--- config.mk ---
export PLATFORM = sky130hd
export DESIGN_NAME = demux_lane_scheduler_flat
export DESIGN_NICKNAME = d
export VERILOG_FILES = /design/src/rtl/demux_lane_scheduler_if.sv /design/src/rtl/demux_lane_scheduler.sv /design/src/flat_wrapper.sv
export SDC_FILE = /design/constraint.sdc
export NUM_CORES = 1
export LEC_CHECK = 0
export CORE_MARGIN = 8
export CORE_UTILIZATION = 52
export CTS_BUF_LIST = sky130_fd_sc_hd__clkbuf_8
export DETAILED_ROUTE_END_ITERATION = 8
export GPL_TIMING_DRIVEN = 0
export PLACE_DENSITY_LB_ADDON = 0.1
export SLEW_MARGIN = 0
export SYNTH_ARGS = -nofsm -noshare
export SYNTH_HDL_FRONTEND = slang
export SYNTH_SLANG_ARGS = --single-unit
--- constraint.sdc ---
create_clock -name clk_2f -period 3.3 [get_ports clk_2f]
set_clock_uncertainty 0.1 [all_clocks]
set_input_delay 0.99 -clock clk_2f [delete_from_list [all_inputs] [get_ports clk_2f]]
set_output_delay 0.99 -clock clk_2f [all_outputs]
set_load 0.005 [all_outputs]
--- src/rtl/demux_lane_scheduler_if.sv ---
// Upstream handshake, lane pause inputs and lane output bus of the 1:2 demux lane scheduler.
// The master side drives words and pauses; the slave side is the scheduler.
interface demux_lane_scheduler_if #(
  parameter int unsigned DATA_W = 8
) ();
  logic [DATA_W-1:0] data_in;
  logic              valid_in;
  logic              ready_in;
  logic              pause_0;
  logic              pause_1;
  logic [DATA_W-1:0] data_out_0;
  logic              valid_out_0;
  logic [DATA_W-1:0] data_out_1;
  logic              valid_out_1;

  modport master (
    output data_in, valid_in, pause_0, pause_1,
    input  ready_in, data_out_0, valid_out_0, data_out_1, valid_out_1
  );

  modport slave (
    input  data_in, valid_in, pause_0, pause_1,
    output ready_in, data_out_0, valid_out_0, data_out_1, valid_out_1
  );
endinterface

--- src/rtl/demux_lane_scheduler.sv ---
// Steers each accepted input word to lane 0 or lane 1 on clk_2f, round-robin with pause handling,
// plus per-lane word counters and a saturating stall counter.
module demux_lane_scheduler #(
  parameter int unsigned DATA_W      = 8,
  parameter int unsigned CNT_W       = 8,
  parameter bit          SKIP_PAUSED = 1'b1
) (
  input  logic                  clk_2f,
  input  logic                  reset,
  demux_lane_scheduler_if.slave bus,
  output logic                  next_lane,
  output logic [1:0]            state_o,
  output logic [CNT_W-1:0]      cnt_0,
  output logic [CNT_W-1:0]      cnt_1,
  output logic [CNT_W-1:0]      stall_cnt
);

  typedef enum logic [1:0] {
    StIdle  = 2'd0,
    StRoute = 2'd1,
    StStall = 2'd2
  } state_e;

  state_e              state_q, state_d;
  logic [DATA_W-1:0]   data_0_q, data_1_q;
  logic                valid_0_q, valid_1_q;
  logic                next_lane_q;
  logic [CNT_W-1:0]    cnt_0_q, cnt_1_q, stall_cnt_q;

  logic pause_pref, pause_alt;
  logic has_tgt, tgt;
  logic ready, accept, stall;

  // Preferred lane first; the other lane only when skipping is enabled.
  always_comb begin
    pause_pref = next_lane_q ? bus.pause_1 : bus.pause_0;
    pause_alt  = next_lane_q ? bus.pause_0 : bus.pause_1;
    has_tgt    = 1'b0;
    tgt        = next_lane_q;
    if (!pause_pref) begin
      has_tgt = 1'b1;
    end else if (SKIP_PAUSED && !pause_alt) begin
      has_tgt = 1'b1;
      tgt     = ~next_lane_q;
    end
    ready  = !reset && has_tgt;
    accept = bus.valid_in && ready;
    stall  = bus.valid_in && !ready;
  end

  always_comb begin
    state_d = StIdle;
    if (accept) begin
      state_d = StRoute;
    end else if (stall) begin
      state_d = StStall;
    end
  end

  always_ff @(posedge clk_2f) begin
    if (reset) begin
      state_q <= StIdle;
    end else begin
      state_q <= state_d;
    end
  end

  always_ff @(posedge clk_2f) begin
    if (reset) begin
      data_0_q    <= '0;
      data_1_q    <= '0;
      valid_0_q   <= 1'b0;
      valid_1_q   <= 1'b0;
      next_lane_q <= 1'b0;
      cnt_0_q     <= '0;
      cnt_1_q     <= '0;
      stall_cnt_q <= '0;
    end else begin
      valid_0_q <= accept && !tgt;
      valid_1_q <= accept && tgt;
      if (accept) begin
        // A skip leaves next_lane on the skipped lane so it keeps priority.
        next_lane_q <= ~tgt;
        if (tgt) begin
          data_1_q <= bus.data_in;
          cnt_1_q  <= cnt_1_q + CNT_W'(1);
        end else begin
          data_0_q <= bus.data_in;
          cnt_0_q  <= cnt_0_q + CNT_W'(1);
        end
      end
      if (stall && (stall_cnt_q != '1)) begin
        stall_cnt_q <= stall_cnt_q + CNT_W'(1);
      end
    end
  end

  assign bus.ready_in    = ready;
  assign bus.data_out_0  = data_0_q;
  assign bus.valid_out_0 = valid_0_q;
  assign bus.data_out_1  = data_1_q;
  assign bus.valid_out_1 = valid_1_q;
  assign next_lane       = next_lane_q;
  assign state_o         = state_q;
  assign cnt_0           = cnt_0_q;
  assign cnt_1           = cnt_1_q;
  assign stall_cnt       = stall_cnt_q;

endmodule
--- src/flat_wrapper.sv ---
// flat-port wrapper written by rule: the top's interface ports become plain ports
module demux_lane_scheduler_flat 
#(
  parameter int unsigned DATA_W      = 8,
  parameter int unsigned CNT_W       = 8,
  parameter bit          SKIP_PAUSED = 1'b1
)
  (clk_2f, reset, next_lane, state_o, cnt_0, cnt_1, stall_cnt, bus_data_in, bus_valid_in, bus_pause_0, bus_pause_1, bus_ready_in, bus_data_out_0, bus_valid_out_0, bus_data_out_1, bus_valid_out_1);
  demux_lane_scheduler_if #(.DATA_W(DATA_W)) bus_i ();
  input  logic clk_2f;
  input  logic reset;
  output logic next_lane;
  output logic [1:0] state_o;
  output logic [CNT_W-1:0] cnt_0;
  output logic [CNT_W-1:0] cnt_1;
  output logic [CNT_W-1:0] stall_cnt;
  input wire logic [$bits(bus_i.data_in)-1:0] bus_data_in;
  input wire logic [$bits(bus_i.valid_in)-1:0] bus_valid_in;
  input wire logic [$bits(bus_i.pause_0)-1:0] bus_pause_0;
  input wire logic [$bits(bus_i.pause_1)-1:0] bus_pause_1;
  output wire logic [$bits(bus_i.ready_in)-1:0] bus_ready_in;
  output wire logic [$bits(bus_i.data_out_0)-1:0] bus_data_out_0;
  output wire logic [$bits(bus_i.valid_out_0)-1:0] bus_valid_out_0;
  output wire logic [$bits(bus_i.data_out_1)-1:0] bus_data_out_1;
  output wire logic [$bits(bus_i.valid_out_1)-1:0] bus_valid_out_1;
  assign bus_i.data_in = bus_data_in;
  assign bus_i.valid_in = bus_valid_in;
  assign bus_i.pause_0 = bus_pause_0;
  assign bus_i.pause_1 = bus_pause_1;
  assign bus_ready_in = bus_i.ready_in;
  assign bus_data_out_0 = bus_i.data_out_0;
  assign bus_valid_out_0 = bus_i.valid_out_0;
  assign bus_data_out_1 = bus_i.data_out_1;
  assign bus_valid_out_1 = bus_i.valid_out_1;
  demux_lane_scheduler #(.DATA_W(DATA_W), .CNT_W(CNT_W), .SKIP_PAUSED(SKIP_PAUSED)) u_core (.clk_2f(clk_2f), .reset(reset), .bus(bus_i), .next_lane(next_lane), .state_o(state_o), .cnt_0(cnt_0), .cnt_1(cnt_1), .stall_cnt(stall_cnt));
endmodule
==> results of run 1 <==
-- cell families (layout without fill, tap and decap cells) --
family	after synthesis	count (layout)	synth area share, %
AND/OR/NAND/NOR	94	94	25.2
flip-flops	45	45	47.0
AO/OA/AOI/OAI	26	26	10.1
multiplexers	14	14	7.31
buffers and inverters	12	78	4.31
XOR/XNOR	9	9	4.11
adder cells (fa/ha/maj)	3	3	1.96
-- metal layers --
layer  vias up  global-route usage, %  routed length [um]
li1        825                      -                   -
met1       724                   15.5                1750
met2        49                   25.3                2010
met3         5                   6.76                 391
met4         0                   5.96                  55
met5         -                      0                   0
-- layout by cell type (no fill, tap or decap), drive strengths merged, types with 4 or more instances in the layout --
master	Yosys	final
a21oi	14	14
buf	6	7
clkbuf	2	8
clkdlybuf4s50	0	57
dfxtp	45	45
inv	3	4
mux2i	14	14
nand2	32	32
nand2b	6	6
nor2	28	28
nor3	7	7
nor4	5	5
xnor2	8	8
-- power by group --
group	total, mW	switching (mW)	internal (mW)	leakage [nW]
Sequential	0.563	0.00825	0.555	0.365
Combinational	0.104	0.0475	0.0569	0.534
Clock	0.335	0.171	0.163	0.0485
-- worst max-delay path, stage by stage --
cell and delay [ps]:
clkdlybuf4s50_1 510, a21oi_4 170, clkdlybuf4s50_1 530
-- stage by stage --
stage | setup TNS, ps | hold WS (ps) | util, % | total power, mW | setup WS (ps)
6_report | 0 | 371 | 73.8 | 1.00 | 13.7
5_1_grt | 0 | 393 | 73.8 | 1.04 | 5.22
4_1_cts | 0 | 370 | 73.8 | 1.01 | 17.3
3_5_place_dp | -328 | 359 | 71.0 | 0.679 | -328
3_3_place_gp | -345 | 355 | 71.0 | 0.678 | -345
2_1_floorplan | 0 | 364 | - | 0.624 | 838
-- timing repair --
item                                    in CTS  in global routing
endpoints found under the setup margin       1                  0
buffers inserted                             1                  0
gates resized for setup                      3                  0
-- flip-flops by register name, summed over array words and instances, names as in the netlist --
signal / flops
u_core.cnt_0: 8
u_core.bus.valid_out_0: 1
u_core.cnt_1: 8
u_core.bus.valid_out_1: 1
u_core.stall_cnt: 8
u_core.bus.data_out_1: 8
u_core.state_o: 2
u_core.bus.data_out_0: 8
u_core.next_lane: 1
-- final cells by class --
| cell class | count | share of cell area [%] |
|---|---|---|
| sequential | 45 | 33.8 |
| multi-input combinational | 146 | 35.5 |
| buffer | 8 | 2.35 |
| clock inverter | 1 | 0.141 |
| tap | 48 | 2.26 |
| inverter | 4 | 0.752 |
| clock buffer | 6 | 3.10 |
| timing repair buffer | 59 | 22.0 |
-- how the worst min path moves through the flow --
stage	startpoint	to	slack [ps]	cells past startpoint
after floorplan	u_core.cnt_0[2]	u_core.cnt_0[2]	360	1
after global placement	u_core.bus.data_out_1[1]	u_core.bus.data_out_1[1]	360	2
after detailed placement	u_core.bus.data_out_1[0]	u_core.bus.data_out_1[0]	360	2
after CTS	u_core.bus.data_out_1[3]	u_core.bus.data_out_1[3]	370	2
after global routing	u_core.bus.data_out_1[4]	u_core.bus.data_out_1[4]	390	2
final	u_core.bus.data_out_1[4]	u_core.bus.data_out_1[4]	370	2
==> metrics.md, run 1 <==
| Metric | Value |
|---|---|
| Status | finished clean |
| Drt total wl | 4.21 mm |
| Cell with the most instances after synthesis | dfxtp_1 |
| Initial antenna violation count | 0 |
| First-pass GRT wire length | roughly 7.4 mm |
| Peak supply drop | 0.000324 V |
| Die height | around 77 um |
| CTS Buffer Depth | 2 |
| WL/cell | roughly 13 um |
| LEAKAGE | around 0.95 nW |
| Sequential element share of the synthesized area | between 40% and 50% |
| ANT cells | 0 |
| All-Layer GR Usage | about 15% |
| Drt first-iter violations | 85 |
| Yosys reg bits | 45 |
| CTS Root Cell | clkbuf_8 |
| Achievable frequency | 0.304 GHz |
| Post-synth EDFFs | 0 |
| Die area | ~0.006 mm2 |
| CP Capture Point | bus_ready_in |
| CTS tree | yes |
| Multi-input gate area | 946 um2 |
| Endpoints failing hold | 0 |
| Flop2flop setup slack | between 1500 and 2000 ps |
| Via count | approximately 1600 |
| Width of the die | approximately 77 um |
| Mapped Cells | 203 |
| Synth area leaders | dfxtp_1, mux2i_1, nor2_1 |
| CP Capture Type | primary output |
| Final net count | approximately 290 |
| Share of the synthesized area in the top cell type | 47.0% |
| Crit path DAT | 2200 ps |
| Main flop type after synthesis | dfxtp_1 |
| Clk Latency, worst-skew pair | roughly 290 ps |
| Most frequent cells after synthesis | dfxtp_1, nor2_1, nand2_1 |
| Crit path max fanout | 3 |
| Count of non-filler cells in the finished layout | between 300 and 400 |
| Worst setup path class | in -> out |
| Tcrit/Tclk final | between 90% and 100% |
| Filler cells | between 200 and 300 |
| Startpoint Class | primary input |
| Crit path launch | bus_pause_0 |
| Synth-to-layout area growth | 38.8% |
| Worst flop-to-flop path endpoint | u_core.stall_cnt[2] |
| Reg2reg start | u_core.stall_cnt[0] |
| Antenna-violating nets left | 0 |
| Max Cap Violations | 0 |
| # DRC | 0 |
| Pins over their slew limit | 0 |
| Cts bufs inserted | 5 |
| Worst-Margin Slew | 688 ps |
| YS warnings | 0 |
| Area leader, netlist | dfxtp_1 |
| Cell Area, Synth | around 0.0019 mm2 |
| Power per cell area | around 380 mW/mm2 |
| Clk sinks | 45 |
| Dpl hpwl | 3.21 mm |
| Post-layout minimum cycle time | between 3000 and 4000 ps |
| FFs w/ async S/R, synth | 0% |
| Worst slew margin | between 50% and 60% |
| Vias in the first global route | between 1500 and 2000 |
| GP Congestion | about 0.8 |
| Clock slew at the register clock pins of the worst setup and hold paths | ~70 ps |
| Unrepaired setup endpoints after global routing | no |
| Rows | 22 |
| Vias per cell | ~5 |
| TritonRoute pass-1 iters | 4 |
| Distinct cell type count after synthesis | 40 |
| Post-Syn Nets | 219 |
| Placed cell count | between 300 and 400 |
| Io pins | 59 |
| Layout cells sized above 1 | 13.4% |
| Core Area | ~0.0036 mm2 |
| H-Tree Depth | 2 |
| Final setup viols | 0 |
| Total gr overflow | 0 |
| Reg2reg path depth | 5 |
| Min-delay worst type | reg -> reg |
| Final instance area | 0.00266 mm2 |
| CP Data Required Time | roughly 2200 ps |
| Starting Density | around 53% |
| Input/output buffers | 58 |
| Largest net degree at the start of global routing | 13 |
| Register area | about 900 um2 |
| Placed Area | 0.00256 mm2 |
| Hold Buf Count CTS | 0 |
| Post-Syn Area per Cell | roughly 9.4 um2 |
No activity file was read; power rests on OpenSTA's default activity.
==> run 2: changes to the inputs <==
Settings changed: ABC_AREA from default to 1, CORE_UTILIZATION 52 to 30, SKIP_LAST_GASP from default to 1.
==> run 2 against run 1 <==
Wire length increased by 25%. First-iteration DRC count is 16% lower. Critical path depth up 2. Non-clock buffer count rose by 1. Hold slack better by 15 ps. Area after synthesis increased by 2.7%. Critical endpoint unchanged. Largest power group unchanged.
==> metrics.md, run 2 <==
| Metric | Value |
|---|---|
| Max Cap Violations | 0 (unchanged) |
| Worst flop-to-flop path endpoint | u_core.stall_cnt[1] |
| Post-synth EDFFs | 0 (unchanged) |
| WL/cell | 12.8 um (-3.8%) |
| Io pins | 59 (unchanged) |
| Clk Latency, worst-skew pair | 310 ps (+20 ps) |
| Initial antenna violation count | 0 (unchanged) |
| Post-Syn Area per Cell | 7.32 um2 (-23%) |
| TritonRoute pass-1 iters | 4 (unchanged) |
| Final setup viols | 0 (unchanged) |
| Cell Area, Synth | 0.00197 mm2 (+2.7%) |
| CTS Root Cell | clkbuf_8 |
| Met2 wire length | 2.44 mm (+21%) |
| PnR worst setup slack | 226 ps (+212 ps) |
| Filler cells | 669 (+130%) |
| Commonest non-fill, non-tap cell in the layout | nor2_1 |
| Hold_sp | u_core.bus.data_out_0[2] |
| Clk sinks | 45 (unchanged) |
| Met1 wire length | 2.47 mm (+41%) |
| Pins over their slew limit | 0 (unchanged) |
| Main flop type after synthesis | dfxtp_1 |
| Worst path buffer plus inverter count | 3 (+1) |
| Final net count | 350 (+23%) |
| Tcrit/Tclk final | 93.2% (-6.4 points) |
| Yosys reg bits | 45 (unchanged) |
| First-pass GRT wire length | 8.76 mm (+19%) |
| Width of the die | 97.0 um (+26%) |
| Rows | 29 (+32%) |
| Drt total wl | 5.26 mm (+25%) |
| Die area | 0.00941 mm2 (+60%) |
| Startpoint Class | primary input |
| Final instance area | 0.00277 mm2 (+3.9%) |
| Crit-path max cell delay | 500 ps (-30 ps) |
| Vias per cell | 4.48 (-11%) |
| CP Capture Type | primary output |
| Crit path max fanout | 4 (+1) |
| Starting Density | 31.0% (-22 points) |
| Highest metal layer with signal wires | met4 |
| Crit path cell chain | dlygate4sd2_1, nand2_2, nand2_1, inv_1, clkdlybuf4s50_1 |
| Worst setup path class | in -> out |
| Placed Area | 0.00264 mm2 (+3.0%) |
| Antenna-violating nets left | 0 (unchanged) |
| CP Data Required Time | 2210 ps (about the same) |
| GP Congestion | 0.751 (-4.1%) |
| ANT cells | 0 (unchanged) |
| DR WL met3 | 279 um (-29%) |
| Peak supply drop | 0.000221 V (-32%) |
| FFs w/ async S/R, synth | 0% (unchanged) |
| Via count | 1844 (+15%) |
| Min-delay worst type | reg -> reg |
| Share of the synthesized area in the top cell type | 45.7% (-1.2 points) |
| LEAKAGE | 1.11 nW (+17%) |
| Commonest cells after routing, fill and taps aside | nor2_1, clkdlybuf4s50_1, nand2_1 |
| CTS tree | yes |
| Hold slack | 386 ps (+15.3 ps) |
| Count of non-filler cells in the finished layout | 412 (+30%) |
| Hold Buf Count CTS | 0 (unchanged) |
| Crit path max-delay family | buffers and inverters |
| Core Area | 0.00635 mm2 (+76%) |
| Hold Crit Depth | 2 (unchanged) |
| Input/output buffers | 57 (-1.7%) |
| Distinct cell type count after synthesis | 27 (-33%) |
| Mapped Cells | 269 (+33%) |
| Placed cell count | 403 (+30%) |
| Reg2reg path depth | 8 (+3) |
| Worst slack at placement | -119 ps (+209 ps) |
| Util after Layout | 43.6% (-30 points) |
| Synth-to-layout area growth | 40.5% |
| Total power | 1.15 mW (+15%) |
| Power per cell area | 416 mW/mm2 (+11%) |
| Min-Delay Endpoint | u_core.bus.data_out_0[2] |
| Crit path DAT | 1980 ps (-220 ps) |
| Status | finished clean |
| Largest net degree at the start of global routing | 15 (+2) |
| Drt first-iter violations | 71 (-16%) |
| Clock slew at the register clock pins of the worst setup and hold paths | 90 ps (+20 ps) |
| Cts bufs inserted | 5 (unchanged) |
| Layout cells sized above 1 | 8.06% (-5.3 points) |
| Cell with the most instances after synthesis | nor2_1 |
| H-Tree Depth | 2 (unchanged) |
| All-Layer GR Usage | 11.2% (-3.7 points) |
| Achievable frequency | 0.325 GHz (+6.9%) |
| Total gr overflow | 0 (unchanged) |
| Final setup TNS | 0 ps (unchanged) |
| Most frequent cells after synthesis | nor2_1, nand2_1, dfxtp_1 |
| Flop2flop setup slack | 1710 ps (+170 ps) |
| # DRC | 0 (unchanged) |
| Worst path slowest cell | clkdlybuf4s50_1 |
| CTS Buffer Depth | 2 (unchanged) |
| Vias in the first global route | 1794 (+8.7%) |
| YS warnings | 0 (unchanged) |
| Synth area leaders | dfxtp_1, nor2_1, nand2_1 |
| Die height | 97.0 um (+26%) |
| Unrepaired setup endpoints after global routing | no |
| Worst slew margin | 60.8% (+6.7 points) |
| Post-Syn Nets | 285 (+30%) |
| Reg2reg start | u_core.stall_cnt[0] |
| Worst-Margin Slew | 588 ps (-100 ps) |
| Sequential element share of the synthesized area | 45.7% (-1.2 points) |
| Post-layout minimum cycle time | 3070 ps (-212 ps) |
| Area leader, netlist | dfxtp_1 |
| Endpoints failing hold | 0 (unchanged) |
| Dpl hpwl | 3.88 mm (+21%) |
[run 2: cell types whose count changed after synthesis, moves of 8 or more]
cell     previous run  this run
nor2_1             28        74
o21ai_0             1        20
a21oi_2             9         1
nand2_1            23        49
inv_1               3        13
a21oi_1             5        14
mux2i_1            14         0
nand3_1             3        18
[run 2: logic make-up (layout without fill, tap and decap cells)]
kind of cell	Yosys count	count (layout)	synth area share, %
compound gates	39	39	10.2
buf+inv	27	93	8.00
fa+ha+maj	3	3	1.91
xor+xnor	4	4	1.78
flops	45	45	45.7
simple gates	151	151	32.3
[run 2: how the worst max path moves through the flow]
stage,startpoint,to,slack [ps],cells after the start
2_1_floorplan,reset,bus_ready_in,910,4
3_3_place_gp,bus_pause_0,bus_ready_in,-110,5
3_5_place_dp,bus_pause_0,bus_ready_in,-120,5
4_1_cts,bus_pause_1,bus_ready_in,30,5
5_1_grt,bus_pause_0,bus_ready_in,180,5
6_report,bus_pause_0,bus_ready_in,230,5
[run 2: repair_timing]
action | 4_1_cts | 5_1_grt
setup buffers | 1 | 0
hold endpoints to repair | 0 | 0
endpoints found under the setup margin | 1 | 1
gates resized for setup | 2 | 1
pin swaps | 1 | 0
[run 2: area by class of cell]
class	instances	area (um2)	share of cell area, %
Multi-Input combinational cell	197	913	33.0
Sequential cell	45	901	32.5
Timing Repair Buffer	58	579	20.9
Tap cell	77	96.3	3.48
Buffer	10	86.3	3.12
Clock buffer	6	82.6	2.98
Inverter	17	71.3	2.58
Clock inverter	2	37.5	1.36
[run 2: routing by layer]
layer  track usage (%)  vias to the layer above
met5                 0                        -
met4              4.26                        0
met3              3.91                        7
met2              18.0                       32
met1              13.2                      818
li1                  -                      987
[run 2: worst min-delay path, delay by kind of cell, from the launching register on]
family	cells	cell delay, ps
flip-flops	1	330
AND/OR/NAND/NOR	2	120
[run 2: power by group]
group / leakage, nW / total [mW] / internal, mW / switching, mW
sequential: 0.366 / 0.572 / 0.561 / 0.0114
combinational: 0.688 / 0.131 / 0.0679 / 0.0627
clock: 0.0574 / 0.449 / 0.246 / 0.203
